--- config.mk ---
export PLATFORM = sky130hd
export DESIGN_NAME = pipeline_stage_memory
export DESIGN_NICKNAME = d
export VERILOG_FILES = /design/src/rtl/pipeline_stage_memory.sv
export SDC_FILE = /design/constraint.sdc
export NUM_CORES = 1
export LEC_CHECK = 0
export CAP_MARGIN = 20
export CORE_AREA = 3 3 218 220
export DETAILED_ROUTE_END_ITERATION = 8
export DIE_AREA = 0 0 221 223
export GPL_ROUTABILITY_DRIVEN = 0
export GPL_TIMING_DRIVEN = 0
export PLACE_DENSITY = 0.52
export SKIP_LAST_GASP = 1
export SYNTH_ARGS = -nofsm -noshare
export SYNTH_HDL_FRONTEND = slang
export SYNTH_SLANG_ARGS = --single-unit
export TNS_END_PERCENT = 1
--- constraint.sdc ---
create_clock -name clock -period 6.7 [get_ports clock]
set_input_delay 1.34 -clock clock [delete_from_list [all_inputs] [get_ports clock]]
set_output_delay 1.34 -clock clock [all_outputs]
set_load 0.02 [all_outputs]
--- src/rtl/pipeline_stage_memory.sv ---
// pipeline_stage_memory: memory stage (stage 4) of the pipeline.
//   Takes the execution-stage result register, issues at most one data-memory
//   load/store per instruction over a ready handshake, and registers the
//   result for write-back. Stalls upstream while the data memory is busy and
//   publishes its output register contents for forwarding into execution.
//
// Ports:
//   clock, reset                    sole clock, async active-high reset
//   pipelineResultExecuation        execution-stage result register
//   dmemReady / dmemReadData        memory completion and load data
//   dmemRequest / dmemWrite         access request, 1 = store
//   dmemAddress / dmemWriteData     access address and store data
//   pipelineResultMemory            registered stage output
//   stallOnMemory                   upstream must hold its register
//   resultOfInstructionAfterMemory  forwarding view of the output register
//   memoryFault                     sticky access-timeout flag
//
// Optional feature: define PIPELINE_MEMORY_TIMEOUT_EN to abort accesses that
// wait TIMEOUT_CYCLES cycles. Without it, a wait lasts until dmemReady and
// memoryFault is tied low.
//
// state | meaning
// IDLE  | no access outstanding from an earlier cycle
// WAIT  | access issued, data memory has not completed it yet

package pipeline_stage_memory_pkg;

  typedef enum logic [1:0] {
    REG_WRITE_FROM_ALU    = 2'd0,
    REG_WRITE_FROM_MEMORY = 2'd1,
    REG_WRITE_FROM_PC     = 2'd2
  } reg_write_from_t;

  typedef struct packed {
    logic            memReadEnabled;
    logic            memWriteEnabled;
    logic            regWriteEnabled;
    reg_write_from_t regDataWriteFrom;
  } control_signals_t;

  typedef struct packed {
    logic [4:0] rs1;
    logic [4:0] rs2;
  } reg_read_id_t;

  typedef struct packed {
    logic [31:0] data1;
    logic [31:0] data2;
  } reg_data_t;

  typedef struct packed {
    logic [31:0]      programCounter;
    logic [31:0]      instruction;
    control_signals_t signals;
    reg_read_id_t     regReadId;
    reg_data_t        regData;
    logic [4:0]       regWriteId;
    logic [31:0]      aluResult;
    logic             regDataWriteReady;
    logic [31:0]      regDataWrite;
    logic             forwardStall;
  } pipeline_result_execuation_t;

  typedef struct packed {
    logic [31:0]      programCounter;
    logic [31:0]      instruction;
    control_signals_t signals;
    reg_read_id_t     regReadId;
    reg_data_t        regData;
    logic [4:0]       regWriteId;
    logic [31:0]      aluResult;
    logic             regDataWriteReady;
    logic [31:0]      regDataWrite;
    logic             forwardStall;
  } pipeline_result_memory_t;

  typedef struct packed {
    logic [4:0]  registerId;
    logic        dataReady;
    logic [31:0] data;
  } stage_register_data_t;

endpackage

module pipeline_stage_memory
  import pipeline_stage_memory_pkg::*;
#(
  parameter int TIMEOUT_CYCLES = 255
) (
  input  logic                        clock,
  input  logic                        reset,
  input  pipeline_result_execuation_t pipelineResultExecuation,
  input  logic                        dmemReady,
  input  logic [31:0]                 dmemReadData,
  output logic                        dmemRequest,
  output logic                        dmemWrite,
  output logic [31:0]                 dmemAddress,
  output logic [31:0]                 dmemWriteData,
  output pipeline_result_memory_t     pipelineResultMemory,
  output logic                        stallOnMemory,
  output stage_register_data_t        resultOfInstructionAfterMemory,
  output logic                        memoryFault
);

  // The wait counter is 8 bits wide, so the limit must fit in 1..255.
  if (TIMEOUT_CYCLES < 1 || TIMEOUT_CYCLES > 255) begin : g_timeout_range
    $error("pipeline_stage_memory: TIMEOUT_CYCLES must be in 1..255");
  end

  typedef enum logic {
    ST_IDLE = 1'b0,
    ST_WAIT = 1'b1
  } state_t;

  state_t                  state_q, state_d;
  pipeline_result_memory_t out_q, out_d;

  logic is_bubble;
  logic mem_op;
  logic aborting;
  logic stall;

  assign is_bubble = pipelineResultExecuation.forwardStall;
  assign mem_op    = !is_bubble &&
                     (pipelineResultExecuation.signals.memReadEnabled ||
                      pipelineResultExecuation.signals.memWriteEnabled);

`ifdef PIPELINE_MEMORY_TIMEOUT_EN
  localparam logic [7:0] TimeoutCount = 8'(TIMEOUT_CYCLES);

  logic [7:0] wait_cnt_q, wait_cnt_d;
  logic       memory_fault_q, memory_fault_d;

  // The abort cycle still sits in WAIT; the request is withdrawn and the
  // instruction retires with zero data in that same cycle.
  assign aborting = (state_q == ST_WAIT) && (wait_cnt_q == TimeoutCount);

  always_comb begin
    wait_cnt_d     = 8'd0;
    memory_fault_d = memory_fault_q || aborting;
    if (state_q == ST_WAIT && state_d == ST_WAIT) begin
      wait_cnt_d = wait_cnt_q + 8'd1;
    end
  end

  always_ff @(posedge clock or posedge reset) begin
    if (reset) begin
      wait_cnt_q     <= 8'd0;
      memory_fault_q <= 1'b0;
    end else begin
      wait_cnt_q     <= wait_cnt_d;
      memory_fault_q <= memory_fault_d;
    end
  end

  assign memoryFault = memory_fault_q;
`else
  assign aborting    = 1'b0;
  assign memoryFault = 1'b0;
`endif

  assign stall = mem_op && !dmemReady && !aborting;

  // Request is gated by reset directly so it drops the moment reset rises.
  assign dmemRequest   = mem_op && !aborting && !reset;
  assign dmemWrite     = pipelineResultExecuation.signals.memWriteEnabled;
  assign dmemAddress   = pipelineResultExecuation.aluResult;
  assign dmemWriteData = pipelineResultExecuation.regData.data2;
  assign stallOnMemory = stall;

  always_comb begin
    state_d = state_q;
    unique case (state_q)
      ST_IDLE: if (mem_op && !dmemReady) state_d = ST_WAIT;
      ST_WAIT: if (dmemReady || aborting || !mem_op) state_d = ST_IDLE;
      default: state_d = ST_IDLE;
    endcase
  end

  always_comb begin
    out_d              = out_q;
    out_d.forwardStall = stall || is_bubble;
    if (!stall && !is_bubble) begin
      out_d.programCounter = pipelineResultExecuation.programCounter;
      out_d.instruction    = pipelineResultExecuation.instruction;
      out_d.signals        = pipelineResultExecuation.signals;
      out_d.regReadId      = pipelineResultExecuation.regReadId;
      out_d.regData        = pipelineResultExecuation.regData;
      out_d.regWriteId     = pipelineResultExecuation.regWriteId;
      out_d.aluResult      = pipelineResultExecuation.aluResult;
      if (!pipelineResultExecuation.signals.regWriteEnabled) begin
        out_d.regDataWriteReady = 1'b1;
        out_d.regDataWrite      = 32'd0;
      end else if (pipelineResultExecuation.regDataWriteReady) begin
        out_d.regDataWriteReady = 1'b1;
        out_d.regDataWrite      = pipelineResultExecuation.regDataWrite;
      end else if (pipelineResultExecuation.signals.regDataWriteFrom == REG_WRITE_FROM_MEMORY) begin
        out_d.regDataWriteReady = 1'b1;
        out_d.regDataWrite      = aborting ? 32'd0 : dmemReadData;
      end else begin
        // Value produced by a later stage; pass it through still pending.
        out_d.regDataWriteReady = 1'b0;
        out_d.regDataWrite      = pipelineResultExecuation.regDataWrite;
      end
    end
  end

  always_ff @(posedge clock or posedge reset) begin
    if (reset) begin
      state_q                 <= ST_IDLE;
      out_q                   <= '0;
      out_q.regDataWriteReady <= 1'b1;
      out_q.forwardStall      <= 1'b1;
    end else begin
      state_q <= state_d;
      out_q   <= out_d;
    end
  end

  assign pipelineResultMemory = out_q;

  assign resultOfInstructionAfterMemory.registerId = out_q.regWriteId;
  assign resultOfInstructionAfterMemory.dataReady  = out_q.regDataWriteReady;
  assign resultOfInstructionAfterMemory.data       = out_q.regDataWrite;

endmodule

After elaboration in Yosys (flattened, before gate mapping)
Index checks and enable logic that the tools add are counted.
Storage, ports and cells
  bits in registers: 214
  output and inout bits: 320
  word-level logic and storage cells: 29
Operators by class
  muxes and demuxes: 3
  reduce and logical (&&, ||, !) cells: 10
  equality and inequality tests: 1
Operators with widths (number)
  two-way mux 33 bit: 3
  logical AND 1 bit: 4
  logical NOT 1 bit: 4
  == test 2 x 1 -> 1 bit, second input constant: 1
  logical OR 1 bit: 2

Depth between registers and ports, before layout
  depth in word-level cells: 5
  depth in mapped cells: 6
  depth with buffers taken out: 3

Worst setup path after synthesis
Ideal clock, no wire load.
  path kind: in2out
  start: input port pipelineResultExecuation[148] (netlist bit)
  end: output port dmemRequest
  stages: 2
  setup slack: 3.514 ns
  buffers on the path: 0
  arrival time: 1.846 ns
  data required time: 5.360 ns
  path through: nor2_2 nor3_1
Between the ends
  word-level cells in the longest chain between the ends: 3
Ends and longest elaborated chain
  from (decl): RTL line 92  | input pipeline_result_execuation_t pipelineResultExecuation,
  logical OR 1 bit: RTL line 125  | (pipelineResultExecuation.signals.memReadEnabled ||
  logical AND 1 bit: RTL line 124  | assign mem_op = !is_bubble &&
  logical AND 1 bit: RTL line 165  | assign dmemRequest = mem_op && !aborting && !reset;
  to (decl): RTL line 95  | output logic dmemRequest,
Every way passes these cells.

Worst setup path in the final report
  start: input port pipelineResultExecuation[149] (netlist bit)
  end: output port stallOnMemory
Between the ends
  word-level cells in the longest chain between the ends: 3
Ends and longest elaborated chain
  logical OR 1 bit: RTL line 125
  logical AND 1 bit: RTL line 124
  logical AND 1 bit
  to (decl): RTL line 100  | output logic stallOnMemory,
Every way passes these cells.

==> impl_metrics.env <==
export IMPL_slew_headroom_pct=40.9
export IMPL_routed_wl_um=32500
export IMPL_largest_register_ffs=214
export IMPL_coreArea_mm2=0.0455
export IMPL_die_y_um=223
export IMPL_die_area_mm2=0.0493
export IMPL_mostFrequentLayoutCells="clkdlybuf4s50_1 (567), dfrtp_1 (212), mux2_1 (123), buf_4 (107), mux2_2 (57)"
export IMPL_r2r_end="pipelineResultMemory[70]"
export IMPL_drive_gt1_share_pct=19.2
export IMPL_port_buffers=567
export IMPL_cts_tree="done"
export IMPL_antenna_found_initial=1
export IMPL_cts_sinks=214
export IMPL_drtPass1Iterations=4
export IMPL_critPathMaxFanout=4
export IMPL_synth_warnings=0
export IMPL_dp_hpwl_um=26000
export IMPL_hold_buffers=0
export IMPL_fmax_mhz=241
export IMPL_fin_tns_setup_ns=0
export IMPL_cap_viol_max_count=0
export IMPL_htree_levels=1
export IMPL_clock_latency_ns=0.55
export IMPL_fin_crit_sh_pct=61.9
export IMPL_rows=78
export IMPL_tightestPinTransition_ns=0.884
export IMPL_rsz0062_at_grt="no"
export IMPL_syn_avg_cell_area_um2=15.1
export IMPL_layout_commonest_cell="clkdlybuf4s50_1"
export IMPL_cp_required_ns=5.36
export IMPL_fin_crit_ns=4.15
export IMPL_die_width_um=221
export IMPL_grt_pass1_wl_um=48500
export IMPL_final_area_mm2=0.0164
export IMPL_finalPower_mw=4.22
export IMPL_ant_nets=0
export IMPL_start_util_pct=20.0
export IMPL_min_from="pipelineResultMemory[144]"
export IMPL_drt_vias_per_instance=3.82
export IMPL_p_leak_nw=6.75
export IMPL_power_density_mw_per_mm2=257
export IMPL_cts_buffers=26
export IMPL_status="finished clean"
export IMPL_max_clock_path_buffers=3
export IMPL_synth_top_area_share_pct=58.3
export IMPL_syn_cell_area_mm2=0.00910
export IMPL_holdCritPathClass="flop to flop"
export IMPL_hold_viol_final=0
export IMPL_r2r_setup_slack_ns=5.88
export IMPL_cp_cell_sequence="clkdlybuf4s50_1 > nor2_2 > nor3_1 > clkdlybuf4s50_1"
export IMPL_yosysTopAreaCell="dfrtp_1"
export IMPL_synth_distinct_cells=21
export IMPL_arrival_ns=2.81
export IMPL_cts_root_buf="clkbuf_16"
export IMPL_synth_area_leaders="dfrtp_1 (58%), mux2_1 (15%), buf_4 (8.8%), mux2_2 (7.1%), mux2i_1 (3.5%)"
export IMPL_critical_path_max_stage_delay_ns=0.66
export IMPL_r2r_start="pipelineResultMemory[70]"
export IMPL_r2r_cells=1
export IMPL_dr_total_vias=6972
export IMPL_synthCells=604
export IMPL_cp_top_family="buffers and inverters"
export IMPL_wl_per_cell_um=17.8
export IMPL_cts_repair_resized=0
export IMPL_cpMaxStageDelayCell="clkdlybuf4s50_1"
export IMPL_ys_seq_area_share_pct=58.9
export IMPL_grt_pass1_vias=7488
export IMPL_nets=1453
export IMPL_syn_num_nets=853
export IMPL_syn2layout_area_growth_pct=80.6
export IMPL_post_dp_cell_area_mm2=0.0156
export IMPL_synth_seq_cells=214
export IMPL_startpoint="pipelineResultExecuation[149]"
export IMPL_path_common_cell="clkdlybuf4s50_1"
export IMPL_final_max_slew_violation_count=0
export IMPL_drt_iter0_drc=165
export IMPL_path_buf_inv=2
export IMPL_start_kind="primary input"
export IMPL_crit_cells=4
export IMPL_holdWs_ns=0.487
export IMPL_endpoint_kind="output pin"
export IMPL_grt_util_all_layers_pct=12.6
export IMPL_grt_max_degree=41
export IMPL_critPathKind="primary input to output pin"
export IMPL_setup_violations=0
export IMPL_cts_setup_buffers=0
export IMPL_cp_endpoint="stallOnMemory"
export IMPL_vdd_drop_max_mv=0.161
export IMPL_pin_count=569
export IMPL_route_detailed_drc=0
export IMPL_skew_ns=0
export IMPL_cts_clk_slew_worst_paths_ns=0.06
export IMPL_grt_overflow=0
[metrics by stage]
step	setup WS, ns	std cells	util, %
after floorplan	2.58	604	-
after global placement	0.571	1771	34.1
after detailed placement	2.48	1776	34.4
after CTS	2.48	1824	36.1
after global routing	2.45	1825	36.1
final	2.55	1825	36.1
[per-layer routing]
| layer | GRT usage [%] | share of wire, % | up-vias |
|---|---|---|---|
| li1 | - | - | 3219 |
| met1 | 14.1 | 38 | 3401 |
| met2 | 23.0 | 52 | 310 |
| met3 | 4.09 | 7.5 | 42 |
| met4 | 3.34 | 2.7 | 0 |
| met5 | 0 | 0 | - |
[cells in the mapped netlist]
cell       number
dfrtp_1       212
mux2i_1        32
o2bb2ai_1      32
inv_1           2
nor3b_1         1
conb_1          1
clkbuf_1        3
nand3b_1        1
nor2_2          1
a21bo_2         1
buf_2           8
o211ai_1        1
clkbuf_4        1
mux2_2         57
nor3_1          2
buf_4         107
nand2b_1        1
mux2_1        123
buf_6          15
o21ai_4         1
dfstp_2         2
[where the power goes]
part | internal [mW] | total, mW | switching (mW)
clock network | 0.774 | 1.33 | 0.554
registers | 1.48 | 1.58 | 0.104
logic | 0.717 | 1.31 | 0.593
[kinds of logic (layout without fill, tap and decap cells)]
family                 after synthesis  in the layout  synth area share (%)
AO/OA/AOI/OAI                       35             35                  3.45
buffers and inverters              136            756                  11.4
flip-flops                         214            214                  58.9
multiplexers                       212            212                  25.8
other                                1              2                0.0412
AND/OR/NAND/NOR                      6              6                 0.413
[how the worst min path moves through the flow]
stage                           endpoint  depth (start not counted)
3_3_place_gp   pipelineResultMemory[154]                          1
3_5_place_dp   pipelineResultMemory[147]                          1
2_1_floorplan  pipelineResultMemory[147]                          1
6_report       pipelineResultMemory[144]                          1
4_1_cts        pipelineResultMemory[147]                          1
5_1_grt         pipelineResultMemory[54]                          1
[cell type report]
| class | instances | area [µm²] |
|---|---|---|
| clock buffer | 43 | 764 |
| multi-input combinational | 254 | 2700 |
| clock inverter | 5 | 36.3 |
| fill | 4495 | 29000 |
| antenna | 1 | 2.50 |
| buffer | 134 | 1030 |
| timing repair buffer | 572 | 5780 |
| tap | 600 | 751 |
| sequential | 214 | 5360 |
| inverter | 2 | 11.3 |
(Power assumes the default switching activity.)
